[config.mk]
export PLATFORM = sky130hd
export DESIGN_NAME = pipe_ctrl
export DESIGN_NICKNAME = d
export VERILOG_FILES = /design/src/rtl/pipe_ctrl.sv
export SDC_FILE = /design/constraint.sdc
export NUM_CORES = 1
export LEC_CHECK = 0
export BUFFER_PORTS_ARGS = -buffer_cell sky130_fd_sc_hd__buf_2
export CORE_UTILIZATION = 49
export CTS_BUF_LIST = sky130_fd_sc_hd__clkbuf_4 sky130_fd_sc_hd__clkbuf_8 sky130_fd_sc_hd__clkbuf_16
export DETAILED_ROUTE_END_ITERATION = 7
export HOLD_SLACK_MARGIN = 0.02
export PLACE_DENSITY = 0.74
export SLEW_MARGIN = 15
export SYNTH_ARGS = -nofsm -noshare
export SYNTH_HDL_FRONTEND = slang
export SYNTH_SLANG_ARGS = --single-unit
[constraint.sdc]
create_clock -name clk -period 2.5 [get_ports clk]
set_input_delay 0.25 -clock clk [delete_from_list [all_inputs] [get_ports clk]]
set_output_delay 0.25 -clock clk [all_outputs]
set_load 0.02 [all_outputs]
[src/rtl/pipe_ctrl.sv]
// Hazard/stall controller for the 5-stage core: load-use stall, branch flush,
// data-memory freeze with watchdog, and a saturating stall-cycle counter.
module pipe_ctrl #(
   parameter int TIMEOUT = 16,
   parameter int CNT_W   = 32
) (
   input  logic             clk,
   input  logic             reset,
   input  logic [4:0]       rs1_d,
   input  logic [4:0]       rs2_d,
   input  logic [4:0]       rd_e,
   input  logic             memread_e,
   input  logic             pcsrc_e,
   input  logic             dmem_req_m,
   input  logic             dmem_ready_m,
   output logic             en_f,
   output logic             en_d,
   output logic             en_e,
   output logic             en_m,
   output logic             en_w,
   output logic             flush_d,
   output logic             flush_e,
   output logic             mem_err,
   output logic [CNT_W-1:0] stall_cnt
);

   typedef enum logic [1:0] {
      S_RUN  = 2'd0,
      S_WAIT = 2'd1,
      S_ERR  = 2'd2
   } state_t;

   localparam logic [7:0] WLAST = 8'(TIMEOUT - 1);

   state_t           state_r;
   logic [7:0]       wcnt_r;
   logic [CNT_W-1:0] stall_cnt_r;
   logic             mem_err_r;
   logic             lwstall_s;
   logic             freeze_s;

   // Hazard detection terms
   always_comb begin
      lwstall_s = memread_e && (rd_e != 5'd0) && ((rd_e == rs1_d) || (rd_e == rs2_d));
      freeze_s  = dmem_req_m && !dmem_ready_m;
   end

   // Stage enables and flushes, combinational so they qualify the current edge
   always_comb begin
      en_f    = 1'b0;
      en_d    = 1'b0;
      en_e    = 1'b0;
      en_m    = 1'b0;
      en_w    = 1'b0;
      flush_d = 1'b0;
      flush_e = 1'b0;
      if (reset || (state_r == S_ERR)) begin
         en_f = 1'b0;
      end else if (freeze_s) begin
         // E is frozen, so a pending redirect or load-use waits for release
         en_f = 1'b0;
      end else begin
         en_f    = !lwstall_s;
         en_d    = !lwstall_s;
         en_e    = 1'b1;
         en_m    = 1'b1;
         en_w    = 1'b1;
         flush_d = pcsrc_e;
         flush_e = lwstall_s || pcsrc_e;
      end
   end

   // Wait-state FSM with watchdog, sticky error, and stall counter
   always_ff @(posedge clk or posedge reset) begin
      if (reset) begin
         state_r     <= S_RUN;
         wcnt_r      <= 8'd0;
         mem_err_r   <= 1'b0;
         stall_cnt_r <= {CNT_W{1'b0}};
      end else begin
         if (!en_d && (stall_cnt_r != {CNT_W{1'b1}})) begin
            stall_cnt_r <= stall_cnt_r + {{(CNT_W-1){1'b0}}, 1'b1};
         end else begin
            stall_cnt_r <= stall_cnt_r;
         end
         case (state_r)
            S_RUN: begin
               if (freeze_s) begin
                  state_r <= S_WAIT;
                  wcnt_r  <= 8'd1;
               end else begin
                  state_r <= S_RUN;
                  wcnt_r  <= 8'd0;
               end
            end
            S_WAIT: begin
               if (!freeze_s) begin
                  state_r <= S_RUN;
                  wcnt_r  <= 8'd0;
               end else if (wcnt_r == WLAST) begin
                  state_r   <= S_ERR;
                  mem_err_r <= 1'b1;
               end else begin
                  wcnt_r <= wcnt_r + 8'd1;
               end
            end
            S_ERR: begin
               state_r   <= S_ERR;
               mem_err_r <= 1'b1;
            end
            default: begin
               // Unreachable encoding: treat as a fault and stop the pipeline
               state_r   <= S_ERR;
               mem_err_r <= 1'b1;
            end
         endcase
      end
   end

   assign mem_err   = mem_err_r;
   assign stall_cnt = stall_cnt_r;

endmodule

==> tab_implementation.tex, run 1 <==
\begin{tabular}{lr}
\hline
Metric & Value \\
\hline
\multicolumn{2}{l}{\textbf{Outcome}} \\
\quad Status & finished clean \\
\multicolumn{2}{l}{\textbf{Timing}} \\
\quad Total Negative Setup Slacks & 0 ns \\
\quad Fin. Hold Viols & 0 \\
\quad Worst Max-Slew Pin Slew & 0.602 ns \\
\quad Number of setup violations in the final report & 0 \\
\quad Min Tclk post-route & 2.24 ns \\
\quad Worst hold slack & 0.105 ns \\
\quad Maximum clock frequency & 0.446 GHz \\
\quad Setup repair after global routing missed its margin & false \\
\quad Post-route fraction of the period consumed by the critical path & 0.896 \\
\quad Worst Clk Skew & 0.00540 ns \\
\quad Headroom to the max-slew limit & 0.599 \\
\quad Slew Viols, Final & 0 \\
\multicolumn{2}{l}{\textbf{Logic synthesis}} \\
\quad Synthesis-stage register bit count & 43 \\
\quad Area share of the largest cell type after synthesis & 0.449 \\
\quad Syn Area/Cell & 10.2 µm² \\
\quad Number of warning messages in the yosys log & 0 \\
\quad Dominant cell type by area after synthesis & sky130\_fd\_sc\_hd\_\_dfrtp\_1 \\
\quad Ys flop type & sky130\_fd\_sc\_hd\_\_dfrtp\_1 \\
\quad Leading post-synthesis cells by cell area & sky130\_fd\_sc\_hd\_\_dfrtp\_1 (45\%), sky130\_fd\_sc\_hd\_\_xnor2\_1 (11\%), sky130\_fd\_sc\_hd\_\_nand4\_1 (4.4\%), sky130\_fd\_sc\_hd\_\_nand3\_2 (4.2\%), sky130\_fd\_sc\_hd\_\_xor2\_1 (3.7\%) \\
\quad EDFF count, synth & 0 \\
\quad Synth cell types & 42 \\
\quad Sequential-to-total area share from yosys stat & 0.449 \\
\quad Cells after Synth & 235 \\
\quad Post-synthesis async set-or-reset flop share & 1.00 \\
\quad Number of nets in the synthesized netlist & 258 \\
\quad Synthesized cell area & 0.00240 mm² \\
\multicolumn{2}{l}{\textbf{GRT}} \\
\quad Number of antenna violations at the first check in global routing & 0 \\
\quad Global-route usage over all layers & 0.205 \\
\quad First-pass GRT wire length & 8.41 mm \\
\quad Remaining global-route overflow & 0 \\
\quad Via count of the first global-routing pass & 1879 \\
\quad Pin count of the biggest net entering global routing & 44 \\
\multicolumn{2}{l}{\textbf{Detailed routing}} \\
\quad Via-per-instance ratio & 5.29 \\
\quad WL per Instance & 13.2 µm \\
\quad Routed Antenna Nets & 0 \\
\quad Via count of the routed design & 1940 \\
\quad Initial drt markers & 84 \\
\quad Number of iterations in the first detailed-routing pass & 4 \\
\quad Total Routed Length & 4.84 mm \\
\quad DR DRC count & 0 \\
\multicolumn{2}{l}{\textbf{Layout}} \\
\quad Proportion of layout cells with a drive suffix above 1 & 0.317 \\
\quad Flip-flop and latch area & 0.00108 mm² \\
\quad Final cell count without fillers & 367 \\
\quad Filler cell count in the final layout & 413 \\
\quad ANT cells & 0 \\
\quad Final net count & 323 \\
\quad Area used by multi-input combinational logic & 0.00123 mm² \\
\quad Area overhead of the layout relative to synthesis & 19.2\% \\
\multicolumn{2}{l}{\textbf{Floorplanning}} \\
\quad Starting density of the core & 0.508 \\
\quad Area of the core & 0.00472 mm² \\
\quad Die Height & 71.9 µm \\
\quad Die X & 71.9 µm \\
\quad Die area & 0.00518 mm² \\
\quad Count of boundary I/O pins & 61 \\
\quad Row count & 25 \\
\multicolumn{2}{l}{\textbf{Placement}} \\
\quad Placed instance count & 360 \\
\quad PortBufs & 60 \\
\quad Final weighted congestion of routability-driven global placement & 0.826 \\
\quad HPWL after detailed placement & 3.51 mm \\
\multicolumn{2}{l}{\textbf{Setup path}} \\
\quad WS Path Type & reg -> reg \\
\quad Kind of launch point of the worst setup path & flip-flop \\
\quad Arrival time at the worst endpoint & 2.45 ns \\
\quad Required time of the critical path & 2.71 ns \\
\quad Maximum net fanout on the critical path & 17 \\
\quad Worst Setup End Kind & flip-flop \\
\multicolumn{2}{l}{\textbf{Clocking}} \\
\quad Clock Latency Late Sink & 0.29 ns \\
\quad Total CTS buffers & 5 \\
\quad H-tree levels & 2 \\
\quad Clock sink count & 43 \\
\quad Clock Pin Slew Worst Setup and Hold Paths & 0.08 ns \\
\quad Hold buffer count at CTS & 0 \\
\quad Clock tree root driver cell & sky130\_fd\_sc\_hd\_\_clkbuf\_8 \\
\quad CTS tree & yes \\
\quad Post-CTS Repair Setup Buffers & 0 \\
\quad Post-cts gate resize count & 0 \\
\quad Number of buffers on the longest clock path & 2 \\
\multicolumn{2}{l}{\textbf{Power and ir drop}} \\
\quad Power density relative to cell area & 563 mW/mm² \\
\quad VDD IR max & 0.000384 V \\
\quad Static leakage & 1.34 nW \\
\multicolumn{2}{l}{\textbf{Hold path}} \\
\quad Hold Path Class & in -> async \\
\multicolumn{2}{l}{\textbf{Run}} \\
\quad Reported max-cap violation count & 0 \\
\hline
\end{tabular}
==> power by group <==
group          switching (mW)  internal [mW]  total [mW]
logic                   0.205          0.146       0.351
clock network           0.226          0.217       0.443
registers              0.0605          0.754       0.814
==> path summary, 6_finish.rpt <==
check | start | to | slack [ns] | cells past startpoint
max | stall_cnt[0] | stall_cnt[7] | 0.26 | 8
min | reset | wcnt_r[3] | 0.10 | 3
max reg2reg | stall_cnt[0] | stall_cnt[7] | 0.26 | 8
min reg2reg | mem_err | mem_err | 0.48 | 1
max in group asynchronous | reset | stall_cnt[9] | 2.03 | 3
min in group clk | dmem_req_m | state_r[0] | 0.27 | 3
==> per-layer routing <==
layer | up-vias | GRT usage | share of wire
li1 | 958 | - | -
met1 | 915 | 0.268 | 0.47
met2 | 62 | 0.347 | 0.48
met3 | 5 | 0.0431 | 0.044
met4 | 0 | 0.0588 | 0.011
met5 | - | 0 | 0
==> worst max-delay path, stage by stage (launching register included) <==
cell and delay [ns]:
sky130_fd_sc_hd__dfrtp_1 0.41, sky130_fd_sc_hd__ha_1 0.20, sky130_fd_sc_hd__and2_1 0.14, sky130_fd_sc_hd__and2_2 0.20
sky130_fd_sc_hd__nand3_1 0.17, sky130_fd_sc_hd__or4_4 0.56, sky130_fd_sc_hd__buf_4 0.23, sky130_fd_sc_hd__nand4_1 0.13
sky130_fd_sc_hd__xnor2_1 0.12
==> cells in the final DEF (no fill, tap or decap), types with 2 or more instances in the layout <==
master / synthesis / final
sky130_fd_sc_hd__buf_2: 3 / 60
sky130_fd_sc_hd__nand4_1: 17 / 17
sky130_fd_sc_hd__buf_4: 3 / 8
sky130_fd_sc_hd__xnor2_1: 30 / 30
sky130_fd_sc_hd__nand3_2: 10 / 10
sky130_fd_sc_hd__nor3_1: 7 / 7
sky130_fd_sc_hd__ha_1: 2 / 2
sky130_fd_sc_hd__or4_1: 2 / 2
sky130_fd_sc_hd__xor2_1: 10 / 10
sky130_fd_sc_hd__o31ai_1: 4 / 4
sky130_fd_sc_hd__nand2_1: 7 / 7
sky130_fd_sc_hd__and2_1: 6 / 6
sky130_fd_sc_hd__o21ai_0: 10 / 10
sky130_fd_sc_hd__nand3_1: 12 / 12
sky130_fd_sc_hd__nor4_1: 3 / 3
sky130_fd_sc_hd__and4_1: 3 / 3
sky130_fd_sc_hd__nor2b_1: 4 / 4
sky130_fd_sc_hd__nor2_1: 16 / 16
sky130_fd_sc_hd__inv_1: 6 / 6
sky130_fd_sc_hd__and3_1: 10 / 10
sky130_fd_sc_hd__nand2b_1: 5 / 5
sky130_fd_sc_hd__or2_2: 2 / 2
sky130_fd_sc_hd__dfrtp_1: 43 / 43
sky130_fd_sc_hd__clkbuf_8: 0 / 6
==> sequential cells by signal, summed over array words and instances, names as in the netlist <==
register / cells
wcnt_r: 8
mem_err: 1
state_r: 2
stall_cnt: 32
==> metrics by stage <==
stage / total power, mW / setup WS, ns / instance area, µm² / util
final: 1.61 / 0.260 / 2860 / 0.605
after detailed placement: 1.18 / 0.268 / 2770 / 0.586
after global routing: 1.69 / 0.105 / 2860 / 0.605
after global placement: 1.17 / 0.357 / 2770 / 0.586
after floorplan: 1.05 / 0.0432 / 2400 / -
after CTS: 1.63 / 0.245 / 2860 / 0.605
==> cell families (layout without fill, tap and decap cells) <==
kind of cell / after synthesis / count (layout) / synth area share
compound gates: 20 / 20 / 0.0512
xor+xnor: 40 / 40 / 0.146
fa+ha+maj: 2 / 2 / 0.0104
buf+inv: 16 / 81 / 0.0412
flops: 43 / 43 / 0.449
mux: 2 / 2 / 0.00939
simple gates: 112 / 112 / 0.293
==> cell usage after synthesis, types with 2 or more instances <==
cell type / instances
sky130_fd_sc_hd__ha_1: 2
sky130_fd_sc_hd__xor2_1: 10
sky130_fd_sc_hd__nand4_1: 17
sky130_fd_sc_hd__and3_1: 10
sky130_fd_sc_hd__dfrtp_1: 43
sky130_fd_sc_hd__nand2b_1: 5
sky130_fd_sc_hd__nor4_1: 3
sky130_fd_sc_hd__and4_1: 3
sky130_fd_sc_hd__nand3_2: 10
sky130_fd_sc_hd__clkbuf_1: 2
sky130_fd_sc_hd__nor2b_1: 4
sky130_fd_sc_hd__or4_1: 2
sky130_fd_sc_hd__or2_2: 2
sky130_fd_sc_hd__nand2_1: 7
sky130_fd_sc_hd__buf_2: 3
sky130_fd_sc_hd__o31ai_1: 4
sky130_fd_sc_hd__nor3_1: 7
sky130_fd_sc_hd__buf_4: 3
sky130_fd_sc_hd__xnor2_1: 30
sky130_fd_sc_hd__inv_1: 6
sky130_fd_sc_hd__nor2_1: 16
sky130_fd_sc_hd__nand3_1: 12
sky130_fd_sc_hd__o21ai_0: 10
sky130_fd_sc_hd__and2_1: 6
==> final cells by class <==
cell class / count / area share
sequential: 43 / 0.377
inverter: 6 / 0.00788
tap: 67 / 0.0293
timing repair buffer: 68 / 0.126
clock inverter: 1 / 0.00175
clock buffer: 6 / 0.0289
multi-input combinational: 176 / 0.429
(Power assumes the default switching activity.)
==> run 2, diff against run 1 <==
--- a/config.mk
+++ b/config.mk
@@ -6,11 +6,12 @@
 export NUM_CORES = 1
 export LEC_CHECK = 0
 export BUFFER_PORTS_ARGS = -buffer_cell sky130_fd_sc_hd__buf_2
-export CORE_UTILIZATION = 49
+export CORE_MARGIN = 3
+export CORE_UTILIZATION = 48
 export CTS_BUF_LIST = sky130_fd_sc_hd__clkbuf_4 sky130_fd_sc_hd__clkbuf_8 sky130_fd_sc_hd__clkbuf_16
 export DETAILED_ROUTE_END_ITERATION = 7
 export HOLD_SLACK_MARGIN = 0.02
-export PLACE_DENSITY = 0.74
+export PLACE_DENSITY = 0.75
 export SLEW_MARGIN = 15
 export SYNTH_ARGS = -nofsm -noshare
 export SYNTH_HDL_FRONTEND = slang
==> constraint.sdc (replaced) <==
create_clock -name clk -period 2 [get_ports clk]
set_input_delay 0.2 -clock clk [delete_from_list [all_inputs] [get_ports clk]]
set_output_delay 0.2 -clock clk [all_outputs]
set_load 0.1 [all_outputs]
==> run 2 against run 1 <==
  * The flow now finishes with violations (negative setup slack)
  * Sequential power increased by 29%
  * Core utilization increased by 7.4 points
  * Die area increased by 14%
  * Final cell count increased by 5.4%
  * Critical path depth decreased by 1
  * Clock power increased by 31%
  * Non-clock buffer count increased by 19
  * Hold slack got worse by 0.056 ns
  * Wire length increased by 15%
  * Critical path type unchanged
==> tab_implementation.tex, run 2 (same netlist as run 1, synthesis figures left out) <==
\begin{tabular}{lr}
\hline
Metric & Value \\
\hline
\multicolumn{2}{l}{\textbf{Setup path}} \\
\quad Required time of the critical path & 2.19 ns \\
\quad Worst Setup End Kind & flip-flop \\
\quad Kind of launch point of the worst setup path & flip-flop \\
\quad Arrival time at the worst endpoint & 2.23 ns \\
\quad WS Path Type & reg -> reg \\
\quad Maximum net fanout on the critical path & 4 \\
\multicolumn{2}{l}{\textbf{Power and ir drop}} \\
\quad Static leakage & 1.47 nW \\
\quad Fraction of power spent switching nets & 0.425 \\
\quad Internal power & 1.58 mW \\
\quad Total Power & 2.75 mW \\
\quad VDD IR max & 0.00124 V \\
\quad Part of the power in the clock network & 0.211 \\
\quad Power density relative to cell area & 849 mW/mm² \\
\quad Switching component of the power & 1.17 mW \\
\quad Comb pwr share & 0.406 \\
\quad Share of total power in sequential cells & 0.383 \\
\multicolumn{2}{l}{\textbf{Floorplanning}} \\
\quad Starting density of the core & 0.501 \\
\quad Row count & 25 \\
\quad Count of boundary I/O pins & 61 \\
\quad Area of the core & 0.00479 mm² \\
\quad Die Height & 76.7 µm \\
\quad Die area & 0.00588 mm² \\
\quad Die X & 76.7 µm \\
\multicolumn{2}{l}{\textbf{Detailed routing}} \\
\quad Number of iterations in the first detailed-routing pass & 4 \\
\quad Via count of the routed design & 2044 \\
\quad DR DRC count & 0 \\
\quad Initial drt markers & 75 \\
\quad Routed Antenna Nets & 0 \\
\quad Total Routed Length & 5.54 mm \\
\quad Via-per-instance ratio & 5.28 \\
\quad WL per Instance & 14.3 µm \\
\multicolumn{2}{l}{\textbf{Layout}} \\
\quad Final net count & 342 \\
\quad Area overhead of the layout relative to synthesis & 35.4\% \\
\quad Proportion of layout cells with a drive suffix above 1 & 0.503 \\
\quad ANT cells & 0 \\
\quad Most used cells in the layout excluding fill and tap cells & sky130\_fd\_sc\_hd\_\_buf\_2 (58), sky130\_fd\_sc\_hd\_\_xnor2\_1 (24), sky130\_fd\_sc\_hd\_\_buf\_4 (22), sky130\_fd\_sc\_hd\_\_dfrtp\_2 (20), sky130\_fd\_sc\_hd\_\_nand4\_1 (17) \\
\quad Flip-flop count of the largest register, all copies and words added & 32 \\
\quad Most common cell after layout, fill and taps aside & sky130\_fd\_sc\_hd\_\_buf\_2 \\
\quad Summed area of non-filler cells in the final layout & 0.00325 mm² \\
\multicolumn{2}{l}{\textbf{Timing}} \\
\quad Headroom to the max-slew limit & 0.639 \\
\quad Slew Viols, Final & 0 \\
\quad Worst Clk Skew & 0.00875 ns \\
\quad Number of setup violations in the final report & 7 \\
\quad Total Negative Setup Slacks & -0.142 ns \\
\quad Setup repair after global routing missed its margin & true \\
\quad Worst hold slack & 0.0482 ns \\
\quad Min Tclk post-route & 2.05 ns \\
\quad Maximum clock frequency & 0.488 GHz \\
\quad Worst Max-Slew Pin Slew & 0.542 ns \\
\quad Post-route fraction of the period consumed by the critical path & 1.02 \\
\quad Fin worst setup slack & -0.0476 ns \\
\quad Fin. Hold Viols & 0 \\
\multicolumn{2}{l}{\textbf{Clocking}} \\
\quad Number of buffers on the longest clock path & 2 \\
\quad Clock sink count & 43 \\
\quad Clock Latency Late Sink & 0.30 ns \\
\quad Hold buffer count at CTS & 0 \\
\quad H-tree levels & 2 \\
\quad Total CTS buffers & 5 \\
\quad CTS tree & yes \\
\quad Clock Pin Slew Worst Setup and Hold Paths & 0.08 ns \\
\quad Clock tree root driver cell & sky130\_fd\_sc\_hd\_\_clkbuf\_8 \\
\multicolumn{2}{l}{\textbf{Placement}} \\
\quad Final weighted congestion of routability-driven global placement & 0.826 \\
\quad Pre-CTS worst setup slack & -0.0230 ns \\
\quad PortBufs & 60 \\
\quad Placed standard-cell area & 0.00304 mm² \\
\quad HPWL after detailed placement & 3.99 mm \\
\multicolumn{2}{l}{\textbf{GRT}} \\
\quad First-pass GRT wire length & 9.48 mm \\
\quad Remaining global-route overflow & 0 \\
\quad Global-route usage over all layers & 0.200 \\
\quad Number of antenna violations at the first check in global routing & 0 \\
\quad Via count of the first global-routing pass & 1990 \\
\quad Pin count of the biggest net entering global routing & 44 \\
\multicolumn{2}{l}{\textbf{Outcome}} \\
\quad Violated checks & negative setup slack \\
\quad Status & complete, but fails checks \\
\multicolumn{2}{l}{\textbf{Hold path}} \\
\quad Hold Path Class & in -> async \\
\multicolumn{2}{l}{\textbf{Run}} \\
\quad Reported max-cap violation count & 0 \\
\hline
\end{tabular}
-- run 2: cell count changes in the layout (fill, tap and decap cells not counted), moves of 2 or more --
cell	before	now
sky130_fd_sc_hd__and2_1	6	3
sky130_fd_sc_hd__and2_4	0	2
sky130_fd_sc_hd__buf_12	0	3
sky130_fd_sc_hd__buf_2	60	58
sky130_fd_sc_hd__buf_4	8	22
sky130_fd_sc_hd__buf_6	0	3
sky130_fd_sc_hd__dfrtp_1	43	14
sky130_fd_sc_hd__dfrtp_2	0	20
sky130_fd_sc_hd__dfrtp_4	0	9
sky130_fd_sc_hd__xnor2_1	30	24
sky130_fd_sc_hd__xnor2_2	0	6
-- run 2: worst paths after layout --
check | startpoint | endpoint | slack [ns] | cells past startpoint
setup / recovery | stall_cnt[1] | stall_cnt[1] | -0.05 | 7
hold / removal | reset | wcnt_r[0] | 0.05 | 3
setup reg to reg | stall_cnt[1] | stall_cnt[1] | -0.05 | 7
hold reg to reg | stall_cnt[9] | stall_cnt[9] | 0.48 | 1
max in group asynchronous | reset | stall_cnt[0] | 1.52 | 3
min in group clk | dmem_req_m | state_r[0] | 0.21 | 3
-- run 2: power by group through the flow --
stage | Combinational [mW] | Sequential, mW | Clock [mW]
2_1_floorplan | 0.312 | 1.57 | 0
3_3_place_gp | 1.03 | 1.06 | 0
3_5_place_dp | 1.04 | 1.06 | 0
4_1_cts | 1.05 | 1.04 | 0.597
5_1_grt | 1.17 | 1.07 | 0.642
6_report | 1.12 | 1.05 | 0.581
-- run 2: per-stage QoR --
stage,std cells,util
detailed placement,374,0.636
global route,387,0.678
floorplan,235,-
CTS,385,0.662
finish,387,0.678
global placement,374,0.636
-- run 2: critical path: stages (launching register included) --
cell                      delay (ns)
sky130_fd_sc_hd__dfrtp_4        0.43
sky130_fd_sc_hd__ha_4           0.14
sky130_fd_sc_hd__and2_4         0.14
sky130_fd_sc_hd__and2_4         0.16
sky130_fd_sc_hd__nand3_4        0.07
sky130_fd_sc_hd__or4_4          0.60
sky130_fd_sc_hd__nand2_4        0.10
sky130_fd_sc_hd__mux2_4         0.29
-- run 2: area by class of cell --
cell class | count | area [µm²]
multi-input cells | 176 | 1340
inverters | 6 | 26.3
well taps | 67 | 83.8
clock inverters | 1 | 5.00
clock buffers | 7 | 90.1
repair buffers | 87 | 564
flip-flops and latches | 43 | 1130
fillers | 367 | 1540
-- run 2: per-layer routing --
| layer | vias to the layer above | global-route usage | wire length [µm] |
|---|---|---|---|
| met2 | 44 | 0.317 | 2700 |
| li1 | 1003 | - | - |
| met3 | 9 | 0.0434 | 197 |
| met4 | 0 | 0.0833 | 82 |
| met1 | 988 | 0.265 | 2560 |
| met5 | - | 0 | 0 |
-- run 2: timing repair --
item,4_1_cts,5_1_grt
setup buffers,2,2
gates cloned,1,0
pin swaps,2,10
resized for setup,3,13
setup endpoints to repair,8,26
==> run 3, diff against run 2 <==
--- a/config.mk
+++ b/config.mk
@@ -5,7 +5,8 @@
 export SDC_FILE = /design/constraint.sdc
 export NUM_CORES = 1
 export LEC_CHECK = 0
-export BUFFER_PORTS_ARGS = -buffer_cell sky130_fd_sc_hd__buf_2
+export ABC_CLOCK_PERIOD_IN_PS = 2000
+export BUFFER_PORTS_ARGS = -buffer_cell sky130_fd_sc_hd__buf_4
 export CORE_MARGIN = 3
 export CORE_UTILIZATION = 48
 export CTS_BUF_LIST = sky130_fd_sc_hd__clkbuf_4 sky130_fd_sc_hd__clkbuf_8 sky130_fd_sc_hd__clkbuf_16
==> run 3 against run 2 <==
  * The flow now finishes without violations
  * Via count is essentially flat
  * Clock skew shrank 0.0046 ns
  * Maximum frequency grew 2.9%
  * Critical path type unchanged
  * Highest routed layer unchanged
==> tab_implementation.tex, run 3 (same netlist as run 1, synthesis figures left out) <==
\begin{tabular}{lr}
\hline
Metric & Value \\
\hline
\multicolumn{2}{l}{\textbf{Detailed routing}} \\
\quad Total Routed Length & 5.52 mm \\
\quad DR DRC count & 0 \\
\quad Initial drt markers & 61 \\
\quad Number of iterations in the first detailed-routing pass & 4 \\
\quad Via count of the routed design & 2046 \\
\quad Routed Antenna Nets & 0 \\
\quad Via-per-instance ratio & 5.23 \\
\quad WL per Instance & 14.1 µm \\
\multicolumn{2}{l}{\textbf{Floorplanning}} \\
\quad Count of boundary I/O pins & 61 \\
\quad Starting density of the core & 0.501 \\
\quad Die X & 76.7 µm \\
\quad Die Height & 76.7 µm \\
\quad Die area & 0.00588 mm² \\
\quad Area of the core & 0.00479 mm² \\
\quad Row count & 25 \\
\multicolumn{2}{l}{\textbf{Timing}} \\
\quad Slew Viols, Final & 0 \\
\quad Maximum clock frequency & 0.503 GHz \\
\quad Setup repair after global routing missed its margin & true \\
\quad Headroom to the max-slew limit & 0.645 \\
\quad Fin. Hold Viols & 0 \\
\quad Number of setup violations in the final report & 0 \\
\quad Worst Max-Slew Pin Slew & 0.532 ns \\
\quad Min Tclk post-route & 1.99 ns \\
\quad Post-route fraction of the period consumed by the critical path & 0.995 \\
\quad Worst Clk Skew & 0.00420 ns \\
\multicolumn{2}{l}{\textbf{Clocking}} \\
\quad Clock Latency Late Sink & 0.29 ns \\
\quad H-tree levels & 2 \\
\quad Hold buffer count at CTS & 0 \\
\quad Clock Pin Slew Worst Setup and Hold Paths & 0.08 ns \\
\quad Clock tree root driver cell & sky130\_fd\_sc\_hd\_\_clkbuf\_8 \\
\quad Number of buffers on the longest clock path & 2 \\
\quad Total CTS buffers & 5 \\
\quad Clock sink count & 43 \\
\quad CTS tree & yes \\
\multicolumn{2}{l}{\textbf{Outcome}} \\
\quad Status & finished clean \\
\multicolumn{2}{l}{\textbf{Placement}} \\
\quad Placed instance count & 380 \\
\quad HPWL after detailed placement & 4.11 mm \\
\quad Placed standard-cell area & 0.00321 mm² \\
\quad PortBufs & 60 \\
\quad Final weighted congestion of routability-driven global placement & 0.766 \\
\multicolumn{2}{l}{\textbf{Layout}} \\
\quad Flip-flop count of the largest register, all copies and words added & 32 \\
\quad Area overhead of the layout relative to synthesis & 40.4\% \\
\quad Summed area of non-filler cells in the final layout & 0.00337 mm² \\
\quad ANT cells & 0 \\
\quad Filler cell count in the final layout & 374 \\
\quad Proportion of layout cells with a drive suffix above 1 & 0.491 \\
\quad Final cell count without fillers & 391 \\
\quad Most used cells in the layout excluding fill and tap cells & sky130\_fd\_sc\_hd\_\_buf\_4 (86), sky130\_fd\_sc\_hd\_\_xnor2\_1 (30), sky130\_fd\_sc\_hd\_\_dfrtp\_2 (19), sky130\_fd\_sc\_hd\_\_nand4\_1 (17), sky130\_fd\_sc\_hd\_\_nor2\_1 (16) \\
\quad Final net count & 346 \\
\quad Most common cell after layout, fill and taps aside & sky130\_fd\_sc\_hd\_\_buf\_4 \\
\quad Post-layout util & 0.703 \\
\multicolumn{2}{l}{\textbf{Setup path}} \\
\quad Worst Setup End Kind & flip-flop \\
\quad Reg2Reg Capture Point & stall\_cnt[1] \\
\quad Required time of the critical path & 2.18 ns \\
\quad WS Path Type & reg -> reg \\
\quad Cells on worst reg2reg path & 6 \\
\quad Maximum net fanout on the critical path & 3 \\
\quad FF-to-FF Start & stall\_cnt[24] \\
\quad Kind of launch point of the worst setup path & flip-flop \\
\quad Slack of the worst reg-to-reg path & 0.01 ns \\
\quad Arrival time at the worst endpoint & 2.17 ns \\
\multicolumn{2}{l}{\textbf{GRT}} \\
\quad Pin count of the biggest net entering global routing & 44 \\
\quad Number of antenna violations at the first check in global routing & 0 \\
\quad Global-route usage over all layers & 0.199 \\
\quad Via count of the first global-routing pass & 1963 \\
\quad Remaining global-route overflow & 0 \\
\quad First-pass GRT wire length & 9.56 mm \\
\multicolumn{2}{l}{\textbf{Power and ir drop}} \\
\quad Static leakage & 1.46 nW \\
\quad Total Power & 2.76 mW \\
\quad Power density relative to cell area & 821 mW/mm² \\
\quad VDD IR max & 0.00117 V \\
\multicolumn{2}{l}{\textbf{Run}} \\
\quad Reported max-cap violation count & 0 \\
\multicolumn{2}{l}{\textbf{Hold path}} \\
\quad Hold Path Class & in -> async \\
\hline
\end{tabular}
-- run 3: where the power goes --
part           switching [mW]  leakage [nW]  internal (mW)  total [mW]
clock network           0.283        0.0549          0.329       0.612
logic                   0.783         0.863          0.330        1.11
registers              0.0725         0.540          0.966        1.04
total                    1.14          1.46           1.62        2.76
-- run 3: timing repair --
action                     in CTS  in global routing
setup endpoints to repair      14                 24
buffers inserted                0                  3
resized for setup               3                  5
pin swaps                       1                  1
-- run 3: how the worst max path moves through the flow --
stage	slack [ns]	startpoint	endpoint
global route	-0.05	stall_cnt[24]	stall_cnt[10]
finish	0.01	stall_cnt[24]	stall_cnt[1]
floorplan	-0.72	state_r[1]	en_f
CTS	0.007	stall_cnt[24]	stall_cnt[1]
detailed placement	-0.03	stall_cnt[1]	stall_cnt[1]
global placement	0.02	stall_cnt[1]	stall_cnt[1]
-- run 3: layout make-up --
cell class,instances,area [µm²],area share
inverter,6,26.3,0.00781
sequential,43,1130,0.337
tap,67,83.8,0.0249
multi-input combinational,176,1310,0.388
clock buffer,8,104,0.0309
timing repair buffer,91,711,0.211
-- run 3: metal layers --
layer,wire length [µm],vias to the layer above,GRT usage
met4,83,0,0.0652
met3,235,8,0.0411
li1,-,1006,-
met2,2690,48,0.307
met5,0,-,0
met1,2510,984,0.280
-- run 3: per-stage QoR --
stage               TNS (ns)  hold slack [ns]  setup WS, ns
CTS                        0           0.0803       0.00708
detailed placement   -0.0844            0.403       -0.0339
finish                     0           0.0544        0.0107
global route          -0.180            0.105       -0.0531
global placement           0            0.395        0.0163
floorplan             -11.16            0.380        -0.719
-- run 3: worst max-delay path, stage by stage, from the launching register on --
cell	delay, ns
sky130_fd_sc_hd__dfrtp_4	0.41
sky130_fd_sc_hd__and4_4	0.23
sky130_fd_sc_hd__and3_4	0.19
sky130_fd_sc_hd__nand3_2	0.08
sky130_fd_sc_hd__or4_4	0.57
sky130_fd_sc_hd__nand2_4	0.10
sky130_fd_sc_hd__mux2_4	0.29
